<file path="src/rtl/cache_controller_if.sv">
// rtl/cache_controller_if.sv - CPU, cache_memory and main-memory signals of cache_controller
// CACHE_STATS_EN adds the hit_count/miss_count outputs.
interface cache_controller_if #(
  parameter int ADDR_SIZE  = 32,
  parameter int NUM_SETS   = 4,
  parameter int NUM_WAYS   = 2,
  parameter int BLOCK_SIZE = 32
);
  localparam int SET_SIZE = $clog2(NUM_SETS);
  localparam int WAY_SIZE = $clog2(NUM_WAYS);
  localparam int TAG_SIZE = ADDR_SIZE - SET_SIZE - 2;

  logic                  req_valid;
  logic                  req_ready;
  logic                  req_write;
  logic [ADDR_SIZE-1:0]  req_addr;
  logic [BLOCK_SIZE-1:0] req_wdata;
  logic                  resp_valid;
  logic [BLOCK_SIZE-1:0] resp_rdata;
  logic [WAY_SIZE-1:0]   way;
  logic [SET_SIZE-1:0]   set;
  logic [TAG_SIZE-1:0]   tag;
  logic                  write_enable;
  logic [BLOCK_SIZE-1:0] write_data;
  logic [BLOCK_SIZE-1:0] read_data;
  logic [NUM_WAYS-1:0]   hits;
  logic [NUM_WAYS-1:0]   valid_flags;
  logic                  mem_req;
  logic                  mem_we;
  logic [ADDR_SIZE-1:0]  mem_addr;
  logic [BLOCK_SIZE-1:0] mem_wdata;
  logic                  mem_ack;
  logic [BLOCK_SIZE-1:0] mem_rdata;
`ifdef CACHE_STATS_EN
  logic [31:0]           hit_count;
  logic [31:0]           miss_count;
`endif

  modport master (
    input  req_valid, req_write, req_addr, req_wdata,
    output req_ready, resp_valid, resp_rdata,
    output way, set, tag, write_enable, write_data,
    input  read_data, hits, valid_flags,
    output mem_req, mem_we, mem_addr, mem_wdata,
    input  mem_ack, mem_rdata
`ifdef CACHE_STATS_EN
    , output hit_count, miss_count
`endif
  );

  modport slave (
    output req_valid, req_write, req_addr, req_wdata,
    input  req_ready, resp_valid, resp_rdata,
    input  way, set, tag, write_enable, write_data,
    output read_data, hits, valid_flags,
    input  mem_req, mem_we, mem_addr, mem_wdata,
    output mem_ack, mem_rdata
`ifdef CACHE_STATS_EN
    , input hit_count, miss_count
`endif
  );
endinterface

</file>
<file path="src/rtl/cache_controller.sv">
// rtl/cache_controller.sv - sequencing FSM for a set-associative write-through, no-write-allocate cache
// CACHE_STATS_EN adds load hit/miss counters.
module cache_controller #(
  parameter int ADDR_SIZE  = 32,
  parameter int NUM_SETS   = 4,
  parameter int NUM_WAYS   = 2,
  parameter int BLOCK_SIZE = 32
) (
  input logic clk,
  input logic rst,
  cache_controller_if.master bus
);
  localparam int SET_SIZE = $clog2(NUM_SETS);
  localparam int WAY_SIZE = $clog2(NUM_WAYS);
  localparam int TAG_SIZE = ADDR_SIZE - SET_SIZE - 2;

  typedef enum logic [2:0] {IDLE, LOOKUP, REFILL, FILL, WMEM, RESP} state_t;
  state_t state, state_nxt;

  logic [ADDR_SIZE-3:0]  word_q;
  logic                  write_q;
  logic [BLOCK_SIZE-1:0] wdata_q;
  logic [BLOCK_SIZE-1:0] rdata_q;
  logic [WAY_SIZE-1:0]   rr_ptr [NUM_SETS];

  logic [SET_SIZE-1:0] set_q;
  logic [TAG_SIZE-1:0] tag_q;
  logic [WAY_SIZE-1:0] hit_way;
  logic [WAY_SIZE-1:0] free_way;
  logic [WAY_SIZE-1:0] victim;
  logic                any_hit;
  logic                any_free;
  logic                unused_addr_bits;

  assign set_q            = word_q[SET_SIZE-1:0];
  assign tag_q            = word_q[ADDR_SIZE-3:SET_SIZE];
  assign unused_addr_bits = ^bus.req_addr[1:0];

  // Descending scan so the lowest-index match is the one left standing.
  always_comb begin
    hit_way  = '0;
    free_way = '0;
    any_hit  = 1'b0;
    any_free = 1'b0;
    for (int i = NUM_WAYS - 1; i >= 0; i--) begin
      if (bus.hits[i]) begin
        hit_way = WAY_SIZE'(i);
        any_hit = 1'b1;
      end
      if (!bus.valid_flags[i]) begin
        free_way = WAY_SIZE'(i);
        any_free = 1'b1;
      end
    end
  end

  assign victim = any_free ? free_way : rr_ptr[set_q];

  always_ff @(posedge clk or posedge rst) begin
    if (rst) state <= IDLE;
    else     state <= state_nxt;
  end

  always_comb begin
    state_nxt = state;
    case (state)
      IDLE:    if (bus.req_valid) state_nxt = LOOKUP;
      LOOKUP:  state_nxt = write_q ? WMEM : (any_hit ? RESP : REFILL);
      REFILL:  if (bus.mem_ack) state_nxt = FILL;
      FILL:    state_nxt = RESP;
      WMEM:    if (bus.mem_ack) state_nxt = RESP;
      RESP:    state_nxt = IDLE;
      default: state_nxt = IDLE;
    endcase
  end

  always_ff @(posedge clk or posedge rst) begin
    if (rst) begin
      word_q  <= '0;
      write_q <= 1'b0;
      wdata_q <= '0;
      rdata_q <= '0;
    end else begin
      if (state == IDLE && bus.req_valid) begin
        word_q  <= bus.req_addr[ADDR_SIZE-1:2];
        write_q <= bus.req_write;
        wdata_q <= bus.req_wdata;
        rdata_q <= '0;
      end
      if (state == LOOKUP && !write_q && any_hit) rdata_q <= bus.read_data;
      if (state == REFILL && bus.mem_ack)        rdata_q <= bus.mem_rdata;
    end
  end

  // Round-robin advances only when every way was valid and the pointer chose the victim.
  always_ff @(posedge clk or posedge rst) begin
    if (rst) begin
      for (int s = 0; s < NUM_SETS; s++) rr_ptr[s] <= '0;
    end else if (state == FILL && !any_free) begin
      rr_ptr[set_q] <= rr_ptr[set_q] + 1'b1;
    end
  end

`ifdef CACHE_STATS_EN
  always_ff @(posedge clk or posedge rst) begin
    if (rst) begin
      bus.hit_count  <= '0;
      bus.miss_count <= '0;
    end else if (state == LOOKUP && !write_q) begin
      if (any_hit) bus.hit_count  <= bus.hit_count + 32'd1;
      else         bus.miss_count <= bus.miss_count + 32'd1;
    end
  end
`endif

  always_comb begin
    bus.req_ready    = (state == IDLE);
    bus.resp_valid   = 1'b0;
    bus.resp_rdata   = '0;
    bus.way          = '0;
    bus.set          = '0;
    bus.tag          = '0;
    bus.write_enable = 1'b0;
    bus.write_data   = '0;
    bus.mem_req      = 1'b0;
    bus.mem_we       = 1'b0;
    bus.mem_addr     = '0;
    bus.mem_wdata    = '0;
    if (state != IDLE) begin
      bus.set = set_q;
      bus.tag = tag_q;
    end
    case (state)
      LOOKUP: if (write_q && any_hit) begin
        bus.write_enable = 1'b1;
        bus.way          = hit_way;
        bus.write_data   = wdata_q;
      end
      REFILL: begin
        bus.mem_req  = 1'b1;
        bus.mem_addr = {word_q, 2'b00};
      end
      FILL: begin
        bus.write_enable = 1'b1;
        bus.way          = victim;
        bus.write_data   = rdata_q;
        bus.resp_rdata   = rdata_q;
      end
      WMEM: begin
        bus.mem_req   = 1'b1;
        bus.mem_we    = 1'b1;
        bus.mem_addr  = {word_q, 2'b00};
        bus.mem_wdata = wdata_q;
      end
      RESP: begin
        bus.resp_valid = 1'b1;
        bus.resp_rdata = rdata_q;
      end
      default: ;
    endcase
  end
endmodule
</file>
<file path="src/flat_wrapper.sv">
// flat-port wrapper written by rule: the top's interface ports become plain ports
module cache_controller_flat 
#(
  parameter int ADDR_SIZE  = 32,
  parameter int NUM_SETS   = 4,
  parameter int NUM_WAYS   = 2,
  parameter int BLOCK_SIZE = 32
)
  (clk, rst, bus_req_valid, bus_req_write, bus_req_addr, bus_req_wdata, bus_req_ready, bus_resp_valid, bus_resp_rdata, bus_way, bus_set, bus_tag, bus_write_enable, bus_write_data, bus_read_data, bus_hits, bus_valid_flags, bus_mem_req, bus_mem_we, bus_mem_addr, bus_mem_wdata, bus_mem_ack, bus_mem_rdata);
  cache_controller_if #(.ADDR_SIZE(ADDR_SIZE), .NUM_SETS(NUM_SETS), .NUM_WAYS(NUM_WAYS), .BLOCK_SIZE(BLOCK_SIZE)) bus_i ();
  input logic clk;
  input logic rst;
  input wire logic [$bits(bus_i.req_valid)-1:0] bus_req_valid;
  input wire logic [$bits(bus_i.req_write)-1:0] bus_req_write;
  input wire logic [$bits(bus_i.req_addr)-1:0] bus_req_addr;
  input wire logic [$bits(bus_i.req_wdata)-1:0] bus_req_wdata;
  output wire logic [$bits(bus_i.req_ready)-1:0] bus_req_ready;
  output wire logic [$bits(bus_i.resp_valid)-1:0] bus_resp_valid;
  output wire logic [$bits(bus_i.resp_rdata)-1:0] bus_resp_rdata;
  output wire logic [$bits(bus_i.way)-1:0] bus_way;
  output wire logic [$bits(bus_i.set)-1:0] bus_set;
  output wire logic [$bits(bus_i.tag)-1:0] bus_tag;
  output wire logic [$bits(bus_i.write_enable)-1:0] bus_write_enable;
  output wire logic [$bits(bus_i.write_data)-1:0] bus_write_data;
  input wire logic [$bits(bus_i.read_data)-1:0] bus_read_data;
  input wire logic [$bits(bus_i.hits)-1:0] bus_hits;
  input wire logic [$bits(bus_i.valid_flags)-1:0] bus_valid_flags;
  output wire logic [$bits(bus_i.mem_req)-1:0] bus_mem_req;
  output wire logic [$bits(bus_i.mem_we)-1:0] bus_mem_we;
  output wire logic [$bits(bus_i.mem_addr)-1:0] bus_mem_addr;
  output wire logic [$bits(bus_i.mem_wdata)-1:0] bus_mem_wdata;
  input wire logic [$bits(bus_i.mem_ack)-1:0] bus_mem_ack;
  input wire logic [$bits(bus_i.mem_rdata)-1:0] bus_mem_rdata;
  assign bus_i.req_valid = bus_req_valid;
  assign bus_i.req_write = bus_req_write;
  assign bus_i.req_addr = bus_req_addr;
  assign bus_i.req_wdata = bus_req_wdata;
  assign bus_req_ready = bus_i.req_ready;
  assign bus_resp_valid = bus_i.resp_valid;
  assign bus_resp_rdata = bus_i.resp_rdata;
  assign bus_way = bus_i.way;
  assign bus_set = bus_i.set;
  assign bus_tag = bus_i.tag;
  assign bus_write_enable = bus_i.write_enable;
  assign bus_write_data = bus_i.write_data;
  assign bus_i.read_data = bus_read_data;
  assign bus_i.hits = bus_hits;
  assign bus_i.valid_flags = bus_valid_flags;
  assign bus_mem_req = bus_i.mem_req;
  assign bus_mem_we = bus_i.mem_we;
  assign bus_mem_addr = bus_i.mem_addr;
  assign bus_mem_wdata = bus_i.mem_wdata;
  assign bus_i.mem_ack = bus_mem_ack;
  assign bus_i.mem_rdata = bus_mem_rdata;
  cache_controller #(.ADDR_SIZE(ADDR_SIZE), .NUM_SETS(NUM_SETS), .NUM_WAYS(NUM_WAYS), .BLOCK_SIZE(BLOCK_SIZE)) u_core (.clk(clk), .rst(rst), .bus(bus_i));
endmodule
</file>
<file path="config.mk">
export PLATFORM = sky130hd
export DESIGN_NAME = cache_controller_flat
export DESIGN_NICKNAME = d
export VERILOG_FILES = /design/src/rtl/cache_controller_if.sv /design/src/rtl/cache_controller.sv /design/src/flat_wrapper.sv
export SDC_FILE = /design/constraint.sdc
export NUM_CORES = 1
export LEC_CHECK = 0
export BUFFER_PORTS_ARGS = -buffer_cell sky130_fd_sc_hd__buf_2
export CORE_AREA = 2 2 117 119
export CTS_CLUSTER_DIAMETER = 120
export DETAILED_ROUTE_END_ITERATION = 16
export DIE_AREA = 0 0 119 121
export PLACE_DENSITY = 0.75
export SLEW_MARGIN = 10
export SYNTH_ARGS = -nofsm -noshare
export SYNTH_HDL_FRONTEND = slang
export SYNTH_SLANG_ARGS = --single-unit
</file>
<file path="constraint.sdc">
create_clock -name clk -period 8.4 [get_ports clk]
set_input_delay 0 -clock clk [delete_from_list [all_inputs] [get_ports clk]]
set_output_delay 0 -clock clk [all_outputs]
set_load 0.01 [all_outputs]
</file>
# --- Yosys cells after proc, flatten, opt, wreduce, memory -nomap -nowiden ---
# Cells that the tools add are included.
totals:
  output_inout_bits: 164
  latch_bits: 0
  memories: 0
  reg_bits: 102
  rom_bits: 0
  ram_bits: 0
classes:
  n_shift: 0
  n_lt_le_gt_ge: 2
  n_bitwise: 1
  muxes: 36
  n_eq_ne: 8
  n_mul: 0
  n_reduce_logical: 15
  n_addsub: 1
  div_mod_pow: 0
ops:
  columns: ["cell", "n"]
  rows:
  - ["32-bit two-way mux", 7]
  - ["32-bit case mux with 2 select lines", 1]
  - ["28-bit two-way mux", 1]
  - ["1-bit two-way mux", 15]
  - ["3-bit two-way mux", 5]
  - ["3-bit case mux with 5 select lines", 1]
  - ["1-bit logical AND", 7]
  - ["3-bit by 2-bit == test with 1-bit output (second input constant)", 2]
  - ["3-bit == test (second input constant)", 2]
  - ["2-bit != test (second input constant)", 3]
  - ["3-bit nonzero test", 2]
  - ["4-bit bitwise mux", 1]
  - ["1-bit case mux with 2 select lines", 2]
  - ["2-bit OR reduction", 2]
  - ["3-bit by 1-bit == test with 1-bit output (second input constant)", 1]
  - ["3-bit >= comparator (second input constant)", 1]
  - ["3-bit logical NOT", 1]
  - ["3-bit by 1-bit < comparator with 1-bit output (second input constant)", 1]
  - ["2-bit NOT with 3-bit output", 1]
  - ["3-bit AND reduction", 1]
  - ["1-bit binary-select mux with 2-bit select", 1]
  - ["1-bit demux with 2-bit select", 1]
  - ["1-bit logical NOT", 2]
  - ["2-bit two-way mux", 1]
  - ["1-bit adder (second input constant)", 1]

# --- Logic depth before layout (Yosys ltp) ---
depth:
  ltp_word: 6
  ltp_mapped: 6

# --- Worst setup path after synthesis ---
# No wires, ideal clock.
synth_timing:
  path_type: "reg2reg"
  startpoint: "register u_core.state[1]"
  endpoint: "register u_core.wdata_q[0]"
  slack_ps: 6697
  n_path_buf: 3
  path_stages_with_launch: 6
  synth_period_minus_slack_ps: 1703
  arrival_ps: 1578
  setup_ps: 125
  cell_sequence: "dfrtp_1 buf_2 nor4b_2 buf_2 buf_4 mux2_2"
synth_via:
  elab_chain_len: 2
synth_lines:
  columns: ["element", "line_no", "text"]
  rows:
  - ["start, declared", "cache_controller.sv:18", "state_t state, state_nxt;"]
  - ["start signal, assigned", "cache_controller.sv:61", "else state <= state_nxt;"]
  - ["3-bit logical NOT", "cache_controller.sv:84", "if (state == IDLE && bus.req_valid) begin"]
  - ["1-bit logical AND", "cache_controller.sv:84", null]
  - ["end signal, assigned", "cache_controller.sv:87", "wdata_q <= bus.req_wdata;"]
  - ["end, declared", "cache_controller.sv:22", "logic [BLOCK_SIZE-1:0] wdata_q;"]
# No other way between the ends.
# A chain may end at the register's enable or synchronous reset.

# --- Worst setup path in the final report ---
layout_timing:
  startpoint: "register u_core.state[0]"
  endpoint: "register u_core.rdata_q[0]"
layout_via:
  elab_chain_len: 5
  word_cells_on_any_way: 10
layout_lines:
  columns: ["element", "line_no", "text"]
  rows:
  - ["3-bit by 1-bit == test with 1-bit output", "cache_controller.sv:90", "if (state == LOOKUP && !write_q && any_hit) rdata_q <= bus.read_data;"]
  - ["1-bit logical AND (2 in series)", "cache_controller.sv:90", null]
  - ["32-bit two-way mux", "cache_controller.sv:90", null]
  - ["32-bit two-way mux", "cache_controller.sv:91", "if (state == REFILL && bus.mem_ack) rdata_q <= bus.mem_rdata;"]
  - ["end signal, assigned", "cache_controller.sv:90", null]
  - ["end signal, assigned", "cache_controller.sv:91", null]
  - ["end, declared", "cache_controller.sv:23", "logic [BLOCK_SIZE-1:0] rdata_q;"]
# Several ways; a longest one is shown, not always the timed one.

==> flow_summary_export.csv <==
group,metric,value,unit
placement,port_buffers,296,
yosys,synth-simple-area-share,0.214,
setup_path,cp_top_family,"simple AND/OR/NAND/NOR gates",
setup_path,crit_path_max_incr_delay,1210,ps
finish,nets,1017,
power_and_ir_drop,pwr-share-seq,0.332,
placement,routabilityCongestion,0.862,
global_route,grt.overflow.total,0,
floorplan,fp.dieW,119,um
setup_path,worstPathCellList,"and4bb_1 -> a211oi_4 -> buf_4 -> a221o_1 -> dlygate4sd3_1",
hold_path,min_from,"bus_hits[0]",
sta,maxSlewHeadroom,0.186,
route,met1Wirelength,7.53,mm
floorplan,core,13100,um^2
finish,diodes,0,
sta,fmax,0.305,GHz
sta,post-route-min-period,3280,ps
finish,stdcell_area,8600,um^2
hold_path,hp-class,"input port to register",
sta,rsz0062_at_grt,"false",
yosys,synth-xor-area-share,0.00807,
finish,multi_input_area,2670,um^2
power_and_ir_drop,power,2.75,mW
sta,fin_worst_skew,8.39,ps
yosys,yosysWarnings,0,
finish,final_common_cell,"buf_2",
route,drc_errors,0,
clock_tree,cts_post_setup_buffers_inserted,0,
setup_path,crit_slowest_cell,"and4bb_1",
route,met3_length,1.70,mm
power_and_ir_drop,power.density,320,nW/um^2
floorplan,initial_core_util,0.415,
route,dr.max_layer_used,"met4",
global_route,grt_max_degree,57,
setup_path,critPathMaxFanout,33,
setup_path,cp.arrival,3500,ps
setup_path,worstPathRequired,8620,ps
global_route,grt_pass1_vias,6081,
placement,hpwl,11.9,mm
setup_path,path_buf_inv,2,
sta,drv_slew,0,
setup_path,criticalPathCategory,"register to register",
yosys,synth_top_family_by_area,"simple AND/OR/NAND/NOR gates",
power_and_ir_drop,power.leakage,4.63,nW
floorplan,die-area,14400,um^2
floorplan,row_count,42,
finish,fill_cells,956,
yosys,syn_area,5430,um^2
setup_path,setup.worst_path.start,"u_core.state[0]",
route,final_antenna_net_count,0,
power_and_ir_drop,pwr-share-comb,0.521,
clock_tree,clock_path_buffers,2,
sta,worst_pin_slew,1220,ps
power_and_ir_drop,p_switching,1.10,mW
finish,seqCellArea,2550,um^2
sta,fin_tns_setup,0,ps
placement,dpl_cell_area,7010,um^2
sta,holdWs,30.3,ps
route,dr_wl_met2,10.4,mm
yosys,synth.area.mux_share,0.136,
finish,layout-drive-gt1-share,0.443,
clock_tree,numCtsBuffers,9,
yosys,ys_seq_area_frac,0.470,
yosys,ys_seq_elements,102,
setup_path,r2r-start,"u_core.state[0]",
route,drt-vias-per-instance,5.44,
global_route,grtUsageTotal,0.276,
power_and_ir_drop,netSwitchingFraction,0.400,
sta,setup_viol,0,
setup_path,cp-start-kind,"register",
clock_tree,cts_root_buffer,"clkbuf_16",
power_and_ir_drop,clkPwrFrac,0.147,
setup_path,cp-end-kind,"register",
yosys,synth_cell_types,38,
power_and_ir_drop,p_int,1.65,mW
yosys,synth_area_per_cell,11.3,um^2
route,drt-pass1-iter-count,7,
global_route,antenna_found_initial,0,
route,first_iter_violations,399,
clock_tree,cts.clk_slew.worst_paths,70,ps
route,wirelength,20.2,mm
clock_tree,cts.sinks,102,
clock_tree,tritoncts,"built",
finish,area_growth_syn_to_layout,58.4,%
sta,finalHoldViolations,0,
yosys,synth_compound_area_frac,0.124,
run,maxCapViolCount,0,
clock_tree,htree_levels,3,
sta,min_period_over_period,0.390,
route,wl_per_cell,19.0,um
route,vias,5773,
floorplan,io_pins,301,
finish,layout_common_cells,"296 x buf_2, 130 x dlygate4sd3_1, 102 x dfrtp_1, 66 x and2_1",
global_route,grt_pass1_wl,31.3,mm
yosys,syn_inst,479,
clock_tree,worstSkewPairLatency,350,ps
floorplan,fp.dieH,121,um
status,outcome,"complete, no violations",
yosys,synthAdderAreaFrac,0,
power_and_ir_drop,ir_drop,0.146,mV
-- metrics by stage --
step                      cells  setup slack [ps]   util
after floorplan             480              5720      -
after CTS                  1061              5190  0.657
final                      1061              5120  0.657
after global routing       1061              4990  0.657
after detailed placement    915              5750  0.536
after global placement      915              5750  0.536
-- worst reg2reg max path: stages, from the launching register on --
cell	delay, ps
dfrtp_1	640
and4bb_1	1210
a211oi_4	50
buf_4	300
a221o_1	370
dlygate4sd3_1	580
-- flip-flops by register name (all words and copies together), names as in the netlist --
register / cells
u_core.rdata_q: 32
u_core.rr_ptr: 4
u_core.state: 3
u_core.wdata_q: 32
u_core.word_q: 30
u_core.write_q: 1
-- area by class of cell --
cell class | count | share of cell area
repair buffers | 436 | 0.332
multi-input cells | 328 | 0.311
flip-flops and latches | 102 | 0.297
clock buffers | 16 | 0.0327
well taps | 176 | 0.0256
inverters | 3 | 0.00160
-- Yosys cell counts --
| cell | count | share of area |
|---|---|---|
| a21oi_1 | 2 | 0.0018 |
| nor4_1 | 1 | 0.0012 |
| nor3_4 | 1 | 0.0030 |
| nand2_1 | 1 | 0.00069 |
| dfrtp_1 | 102 | 0.47 |
| o31ai_1 | 1 | 0.0014 |
| buf_6 | 3 | 0.0062 |
| and3b_1 | 1 | 0.0016 |
| clkbuf_1 | 26 | 0.018 |
| nor2_1 | 3 | 0.0021 |
| buf_4 | 8 | 0.011 |
| a211oi_2 | 1 | 0.0023 |
| nor2_2 | 1 | 0.0012 |
| a221o_1 | 32 | 0.059 |
| o21bai_1 | 1 | 0.0014 |
| o21ai_0 | 3 | 0.0028 |
| nand2b_1 | 1 | 0.0012 |
| nand4b_1 | 3 | 0.0048 |
| nor3_1 | 1 | 0.00092 |
| xor2_1 | 1 | 0.0016 |
| mux2_2 | 64 | 0.13 |
| and2_1 | 66 | 0.076 |
| o31a_1 | 1 | 0.0016 |
| nand3_1 | 1 | 0.00092 |
| or3b_1 | 1 | 0.0016 |
| nor2b_1 | 30 | 0.035 |
| mux2i_1 | 2 | 0.0037 |
| and3_1 | 64 | 0.074 |
| nor3b_1 | 3 | 0.0042 |
| and4bb_1 | 1 | 0.0023 |
| xnor2_1 | 4 | 0.0065 |
| a22o_1 | 32 | 0.052 |
| nor4b_2 | 1 | 0.0028 |
| buf_2 | 10 | 0.0092 |
| inv_1 | 3 | 0.0021 |
| nand4_1 | 1 | 0.0012 |
| o21ba_2 | 1 | 0.0018 |
| conb_1 | 1 | 0.00069 |
-- final timing paths --
check | endpoint | depth (start not counted) | slack (ps)
setup reg to reg | u_core.rdata_q[0] | 5 | 5120
setup / recovery | u_core.rdata_q[0] | 5 | 5120
hold / removal | u_core.state[2] | 3 | 30
hold reg to reg | u_core.rr_ptr[1] | 1 | 470
max in group asynchronous | u_core.state[1] | 4 | 6960
min in group asynchronous | u_core.word_q[16] | 3 | 270
-- cells by family after synthesis --
| logic type | after synthesis |
|---|---|
| mux | 66 |
| other cells | 1 |
| flops | 102 |
| simple gates | 181 |
| xor+xnor | 5 |
| compound gates | 74 |
| buf+inv | 50 |
-- power groups by stage --
stage / clock network [mW] / logic, mW / registers [mW]
CTS: 0.410 / 1.40 / 0.900
global route: 0.431 / 1.54 / 0.936
detailed placement: 0 / 1.28 / 0.906
finish: 0.403 / 1.43 / 0.912
global placement: 0 / 1.24 / 0.886
floorplan: 0 / 0.866 / 0.815
-- what timing repair did --
item,in CTS,in global routing
endpoints found under the hold margin,143,0
hold buffers,130,0
resized for setup,0,0
-- layer usage --
layer	track usage	vias to the layer above
met2	0.497	364
met4	0.115	0
met3	0.0625	57
li1	-	2523
met5	0	-
met1	0.315	2829
(Power assumes the default switching activity.)
